### src/rtl/load_store_unit_if.sv
// Memory-side bus of the load/store unit.
//   master : the LSU (drives request, address, byte enables, write data)
//   slave  : the memory (drives ack and read data)
//   mem_req/mem_we/mem_addr/mem_be/mem_wdata : request, held while mem_req=1
//   mem_ack/mem_rdata                        : response, sampled only while mem_req=1
interface load_store_unit_if;
    logic        mem_req;
    logic        mem_we;
    logic [31:0] mem_addr;
    logic [3:0]  mem_be;
    logic [31:0] mem_wdata;
    logic        mem_ack;
    logic [31:0] mem_rdata;

    modport master (
        output mem_req, mem_we, mem_addr, mem_be, mem_wdata,
        input  mem_ack, mem_rdata
    );

    modport slave (
        input  mem_req, mem_we, mem_addr, mem_be, mem_wdata,
        output mem_ack, mem_rdata
    );
endinterface

### src/rtl/load_store_unit.sv
// Load/store unit: turns a CPU load/store into one word-aligned memory bus
// transaction with little-endian byte enables, and returns the extended load
// result for one cycle.
//   clk, reset         : clock, asynchronous active-low reset
//   memread, memwrite  : load / store request (both set -> store)
//   size, unsignedld   : 00 byte, 01 half, 1x word; zero-extend when set
//   addr, writedata    : byte address, right-aligned store data
//   readdata           : load result, nonzero only in the DONE cycle
//   stall              : hold the pipeline (request cycle + every BUS cycle)
//   misalign, timeout  : one-cycle error pulses
//   mem                : memory bus (load_store_unit_if.master)
// Optional feature: define LSU_TIMEOUT_EN to abandon a bus cycle after
// TIMEOUT_CYCLES cycles without mem_ack (result 32'hDEADBEEF).
module load_store_unit #(
    parameter int unsigned TIMEOUT_CYCLES = 16
) (
    input  logic        clk,
    input  logic        reset,
    input  logic        memread,
    input  logic        memwrite,
    input  logic [1:0]  size,
    input  logic        unsignedld,
    input  logic [31:0] addr,
    input  logic [31:0] writedata,
    output logic [31:0] readdata,
    output logic        stall,
    output logic        misalign,
    output logic        timeout,
    load_store_unit_if.master mem
);

    if (TIMEOUT_CYCLES == 0) begin : g_bad_cfg
        $error("TIMEOUT_CYCLES must be at least 1");
    end

    typedef enum logic [1:0] {IDLE = 2'd0, BUS = 2'd1, DONE = 2'd2} state_t;

    state_t      state, state_nxt;
    logic        req, mis, aligned_req;
    logic        start, finish, bus_req, stall_c, mis_c;
    logic        tmo_hit;
    logic [3:0]  be_c;
    logic [31:0] wdata_c, load_ext;

    // Transaction latches: everything the bus and the load extension need
    logic        we_q, uns_q;
    logic [31:0] addr_q, wdata_q;
    logic [3:0]  be_q;
    logic [1:0]  off_q, size_q;

    assign req = memread | memwrite;

    always_comb begin
        mis = 1'b0;
        if (size == 2'b01)  mis = addr[0];
        else if (size[1])   mis = |addr[1:0];
    end

    assign aligned_req = req & ~mis;

    // Lane placement for stores: narrow data is replicated so the memory can
    // take whichever lanes the byte enables select.
    always_comb begin
        be_c    = 4'b1111;
        wdata_c = writedata;
        case (size)
            2'b00: begin
                be_c    = 4'b0001 << addr[1:0];
                wdata_c = {4{writedata[7:0]}};
            end
            2'b01: begin
                be_c    = addr[1] ? 4'b1100 : 4'b0011;
                wdata_c = {2{writedata[15:0]}};
            end
            default: ;
        endcase
    end

`ifdef LSU_TIMEOUT_EN
    localparam int CW = (TIMEOUT_CYCLES > 1) ? $clog2(TIMEOUT_CYCLES) : 1;
    logic [CW-1:0] tmo_cnt;

    // Counts BUS cycles; held at zero outside BUS so every entry starts fresh.
    always_ff @(posedge clk or negedge reset) begin
        if (!reset)            tmo_cnt <= '0;
        else if (state != BUS) tmo_cnt <= '0;
        else                   tmo_cnt <= tmo_cnt + 1'b1;
    end

    assign tmo_hit = (state == BUS) && !mem.mem_ack &&
                     (tmo_cnt == CW'(TIMEOUT_CYCLES - 1));
`else
    assign tmo_hit = 1'b0;
`endif

    // FSM: state register
    always_ff @(posedge clk or negedge reset) begin
        if (!reset) state <= IDLE;
        else        state <= state_nxt;
    end

    // FSM: next state
    always_comb begin
        state_nxt = state;
        case (state)
            IDLE:    if (aligned_req) state_nxt = BUS;
            BUS:     if (mem.mem_ack || tmo_hit) state_nxt = DONE;
            DONE:    state_nxt = IDLE;
            default: state_nxt = IDLE;
        endcase
    end

    // FSM: outputs
    always_comb begin
        start   = 1'b0;
        finish  = 1'b0;
        bus_req = 1'b0;
        stall_c = 1'b0;
        mis_c   = 1'b0;
        case (state)
            IDLE: begin
                start   = aligned_req;
                stall_c = aligned_req;
                mis_c   = req & mis;
            end
            BUS: begin
                bus_req = 1'b1;
                stall_c = 1'b1;
                finish  = mem.mem_ack | tmo_hit;
            end
            default: ;
        endcase
    end

    // stall is combinational from the request, so gate it with reset to keep
    // it low while reset is held.
    assign stall        = reset & stall_c;
    assign mem.mem_req  = bus_req;
    assign mem.mem_we   = we_q;
    assign mem.mem_addr = addr_q;
    assign mem.mem_be   = be_q;
    assign mem.mem_wdata = wdata_q;

    // Load lane select and extension, from the latched offset/size
    always_comb begin
        logic [7:0]  b;
        logic [15:0] h;
        b = mem.mem_rdata[{off_q, 3'b000} +: 8];
        h = off_q[1] ? mem.mem_rdata[31:16] : mem.mem_rdata[15:0];
        case (size_q)
            2'b00:   load_ext = {{24{b[7] & ~uns_q}}, b};
            2'b01:   load_ext = {{16{h[15] & ~uns_q}}, h};
            default: load_ext = mem.mem_rdata;
        endcase
    end

    always_ff @(posedge clk or negedge reset) begin
        if (!reset) begin
            we_q     <= 1'b0;
            uns_q    <= 1'b0;
            addr_q   <= '0;
            wdata_q  <= '0;
            be_q     <= '0;
            off_q    <= '0;
            size_q   <= '0;
            readdata <= '0;
            misalign <= 1'b0;
            timeout  <= 1'b0;
        end else begin
            misalign <= mis_c;
            timeout  <= tmo_hit;
            if (start) begin
                we_q    <= memwrite;
                uns_q   <= unsignedld;
                addr_q  <= {addr[31:2], 2'b00};
                wdata_q <= wdata_c;
                be_q    <= be_c;
                off_q   <= addr[1:0];
                size_q  <= size;
            end
            // readdata is loaded only on the way into DONE, so it is zero
            // everywhere else.
            if (finish) begin
                if (tmo_hit)   readdata <= 32'hDEADBEEF;
                else if (we_q) readdata <= '0;
                else           readdata <= load_ext;
            end else begin
                readdata <= '0;
            end
        end
    end

endmodule

### src/flat_wrapper.sv
// flat-port wrapper written by rule: the top's interface ports become plain ports
module load_store_unit_flat 
#(
    parameter int unsigned TIMEOUT_CYCLES = 16
)
  (clk, reset, memread, memwrite, size, unsignedld, addr, writedata, readdata, stall, misalign, timeout, mem_mem_req, mem_mem_we, mem_mem_addr, mem_mem_be, mem_mem_wdata, mem_mem_ack, mem_mem_rdata);
  load_store_unit_if mem_i ();
  input  logic clk;
  input  logic reset;
  input  logic memread;
  input  logic memwrite;
  input  logic [1:0] size;
  input  logic unsignedld;
  input  logic [31:0] addr;
  input  logic [31:0] writedata;
  output logic [31:0] readdata;
  output logic stall;
  output logic misalign;
  output logic timeout;
  output wire logic [$bits(mem_i.mem_req)-1:0] mem_mem_req;
  output wire logic [$bits(mem_i.mem_we)-1:0] mem_mem_we;
  output wire logic [$bits(mem_i.mem_addr)-1:0] mem_mem_addr;
  output wire logic [$bits(mem_i.mem_be)-1:0] mem_mem_be;
  output wire logic [$bits(mem_i.mem_wdata)-1:0] mem_mem_wdata;
  input wire logic [$bits(mem_i.mem_ack)-1:0] mem_mem_ack;
  input wire logic [$bits(mem_i.mem_rdata)-1:0] mem_mem_rdata;
  assign mem_mem_req = mem_i.mem_req;
  assign mem_mem_we = mem_i.mem_we;
  assign mem_mem_addr = mem_i.mem_addr;
  assign mem_mem_be = mem_i.mem_be;
  assign mem_mem_wdata = mem_i.mem_wdata;
  assign mem_i.mem_ack = mem_mem_ack;
  assign mem_i.mem_rdata = mem_mem_rdata;
  load_store_unit #(.TIMEOUT_CYCLES(TIMEOUT_CYCLES)) u_core (.clk(clk), .reset(reset), .memread(memread), .memwrite(memwrite), .size(size), .unsignedld(unsignedld), .addr(addr), .writedata(writedata), .readdata(readdata), .stall(stall), .misalign(misalign), .timeout(timeout), .mem(mem_i));
endmodule
### config.mk
export PLATFORM = sky130hd
export DESIGN_NAME = load_store_unit_flat
export DESIGN_NICKNAME = d
export VERILOG_FILES = /design/src/rtl/load_store_unit_if.sv /design/src/rtl/load_store_unit.sv /design/src/flat_wrapper.sv
export SDC_FILE = /design/constraint.sdc
export NUM_CORES = 1
export LEC_CHECK = 0
export ABC_AREA = 1
export CAP_MARGIN = 30
export CORE_UTILIZATION = 46
export DETAILED_ROUTE_END_ITERATION = 6
export PLACE_DENSITY = 0.83
export SLEW_MARGIN = 40
export SYNTH_ARGS = -nofsm -noshare
export SYNTH_HDL_FRONTEND = slang
export SYNTH_SLANG_ARGS = --single-unit
### constraint.sdc
create_clock -name clk -period 3.8 [get_ports clk]
set_input_delay 0.76 -clock clk [delete_from_list [all_inputs] [get_ports clk]]
set_output_delay 0.76 -clock clk [all_outputs]
set_load 0.02 [all_outputs]
==> flow_metrics.py <==
metrics = {
    "setup_path": {
        "startpoint_type": "primary input",
        "crit_path_max_fanout": 9,
        "arrival_ns": 2.51,
        "endpoint_kind": "output pin",
        "worstPathRequired_ns": 3.04,
        "r2r_cells": 9,
        "path_class": "primary input to output pin",
    },
    "final_layout": {
        "diodes": 0,
        "nets": 881,
        "drive_above_1_share": 0.0716,
        "fin_area_um2": 7110,
        "area_delta_synth_final_pct": 48.6,
        "n_fill_cell": 774,
    },
    "yosys": {
        "yosysWarnings": 0,
        "ys_ff_latch": 107,
        "yosysTopAreaCell": "dfrtp_1",
        "synth-async-reset-ratio": 1.00,
        "ys_seq_area_frac": 0.560,
        "syn_area_per_cell_um2": 8.23,
        "synthesis.area_um2": 4780,
        "ys_top_cells_by_area": "dfrtp_1 56%, nand2_1 18%, nor2_1 3.8%",
        "post-synth-top-area-fraction": 0.560,
        "synth_commonest_cells": "226 x nand2_1, 107 x dfrtp_1, 48 x nor2_1",
        "synth_cells": 581,
        "synth_edf_count": 0,
        "yosysMostFrequentCell": "nand2_1",
        "synth.distinct_cells": 29,
        "synth-main-ff-cell": "dfrtp_1",
    },
    "clock_tree": {
        "ctsHtreeMaxLevel": 3,
        "cts_made_buffers": 9,
        "clockRootBuffer": "clkbuf_8",
        "cts_tree": "done",
        "cts.clk_slew.worst_paths_ns": 0.09,
        "clock-sinks": 107,
        "cts_setup_buffers": 0,
        "clk_latency_ns": 0.36,
        "cts_max_path_buffers": 2,
        "cts_hold_buf": 0,
        "cts_resized": 0,
    },
    "global_routing": {
        "grt_max_degree": 64,
        "grt_pass1_vias": 4475,
        "antenna_found_initial": 0,
        "grt_overflow": 0,
        "grtUsageTotal": 0.257,
        "grt_pass1_wl_mm": 21.9,
    },
    "die": {
        "rows": 36,
        "io_pins": 209,
        "start_util": 0.483,
        "die_h_um": 104,
        "coreArea_um2": 9910,
        "die_x_um": 104,
        "dieArea_um2": 10800,
    },
    "worst_hold_path": {
        "min_path_cells": 2,
        "hp-class": "flip-flop to flip-flop",
    },
    "power_and_ir_drop": {
        "comb_power_share": 0.459,
        "pwr-share-clk": 0.159,
        "cellPowerDensity_nw_per_um2": 627,
        "switching_power_mw": 1.73,
        "vdd_drop_max_uv": 372,
        "power_mw": 4.46,
        "leakage_nw": 3.49,
        "seqPwrFrac": 0.383,
        "internal_power_mw": 2.73,
        "netSwitchingFraction": 0.387,
    },
    "timing": {
        "setup_tns_ns": 0,
        "post-route-min-period_ns": 3.27,
        "skew_ns": 0.0100,
        "rsz0062_at_grt": "false",
        "final-setup-viol-count": 0,
        "fmax_mhz": 306,
        "hold_slack_ns": 0.474,
        "fin_ws_ns": 0.530,
        "hold_violations": 0,
        "relSlewSlack": 0.514,
        "fin_crit_sh": 0.860,
        "slew_viol_final": 0,
        "worst_slew_pin_slew_ns": 0.730,
    },
    "route": {
        "postRouteAntennaNets": 0,
        "routedWlPerCell_um": 14.7,
        "drtIter0Drc": 272,
        "routed_via_density": 4.94,
        "vias": 4522,
        "drt-pass1-iter-count": 5,
        "drc": 0,
        "routed_wl_mm": 13.5,
    },
    "place": {
        "gp_congestion": 0.861,
        "io_buffers": 205,
        "post-place-ws_ns": 0.527,
        "hpwlAfterDp_mm": 10.0,
        "place_area_um2": 6900,
    },
    "run_status": {
        "status": "completed",
    },
    "job": {
        "cap_viol_max_count": 0,
    },
}
==> power by group through the flow <==
stage          clock, mW  sequential [mW]  combinational [mW]
2_1_floorplan          0             2.06               0.731
3_3_place_gp           0             1.71                2.01
3_5_place_dp           0             1.72                2.05
4_1_cts            0.725             1.70                2.05
5_1_grt            0.765             1.75                2.21
6_report           0.708             1.70                2.04
==> critical path, cell delays in order <==
cell             delay, ns
clkdlybuf4s50_1       0.59
nor2_8                0.25
o21ai_2               0.10
nor2_4                0.09
o21a_1                0.12
clkdlybuf4s50_1       0.60
==> cell usage in the layout (no fill, tap or decap), drive strengths merged <==
master and n:
a21oi 33, a31oi 2, buf 10, bufinv 1
clkbuf 12, clkdlybuf4s50 204, clkinv 4, conb 3
dfrtp 107, inv 37, nand2 230, nand3 18
nor2 62, o211ai 9, o21a 1, o21ai 42
or2 7
==> registers in the layout (all words and copies together) (netlist names) <==
register	cells
u_core.mem.mem_wdata	32
u_core.mem.mem_addr	30
u_core.state	2
u_core.mem.mem_be	4
u_core.uns_q	1
u_core.off_q	2
u_core.size_q	2
u_core.mem.mem_we	1
u_core.misalign	1
u_core.readdata	32
==> cells by family (layout without fill, tap and decap cells) <==
| kind of cell | Yosys count | in the layout | synth area share |
|---|---|---|---|
| flip-flops | 107 | 107 | 0.560 |
| AO/OA/AOI/OAI | 87 | 87 | 0.0976 |
| buffers and inverters | 69 | 268 | 0.0683 |
| other | 1 | 3 | 0.000784 |
| AND/OR/NAND/NOR | 317 | 317 | 0.274 |
==> through the flow <==
stage	utilization	cells
2_1_floorplan	-	583
3_3_place_gp	0.696	899
3_5_place_dp	0.696	899
4_1_cts	0.717	915
5_1_grt	0.717	915
6_report	0.717	915
==> metal layers <==
metal,part of all wire,up-vias,global-route usage,wire length [µm]
met3,0.075,31,0.0633,1010
met5,0,-,0,0
met4,0.029,0,0.111,393
met1,0.41,2088,0.311,5530
met2,0.49,204,0.435,6540
li1,-,2199,-,-
==> final cells by class <==
cell class / instances / area, µm² / share of cell area
clock buffers: 12 / 155 / 0.0218
clock inverters: 4 / 48.8 / 0.00686
inverters: 38 / 153 / 0.0215
multi-input cells: 407 / 1790 / 0.251
flip-flops and latches: 107 / 2680 / 0.377
well taps: 133 / 166 / 0.0234
repair buffers: 214 / 2120 / 0.298
==> worst paths after layout <==
check | slack (ns) | end | start
max in group asynchronous | 2.34 | u_core.mem.mem_wdata[20]$_DFFE_PN0P_ | reset
max reg2reg | 1.58 | u_core.mem.mem_wdata[20]$_DFFE_PN0P_ | u_core.state[1]$_DFFE_PN0P_
max | 0.53 | stall | size[1]
min reg2reg | 0.47 | u_core.mem.mem_wdata[4]$_DFFE_PN0P_ | u_core.mem.mem_wdata[4]$_DFFE_PN0P_
min | 0.47 | u_core.mem.mem_wdata[4]$_DFFE_PN0P_ | u_core.mem.mem_wdata[4]$_DFFE_PN0P_
min in group asynchronous | 0.49 | u_core.readdata[20]$_DFF_PN0_ | reset
(Power assumes the default switching activity.)
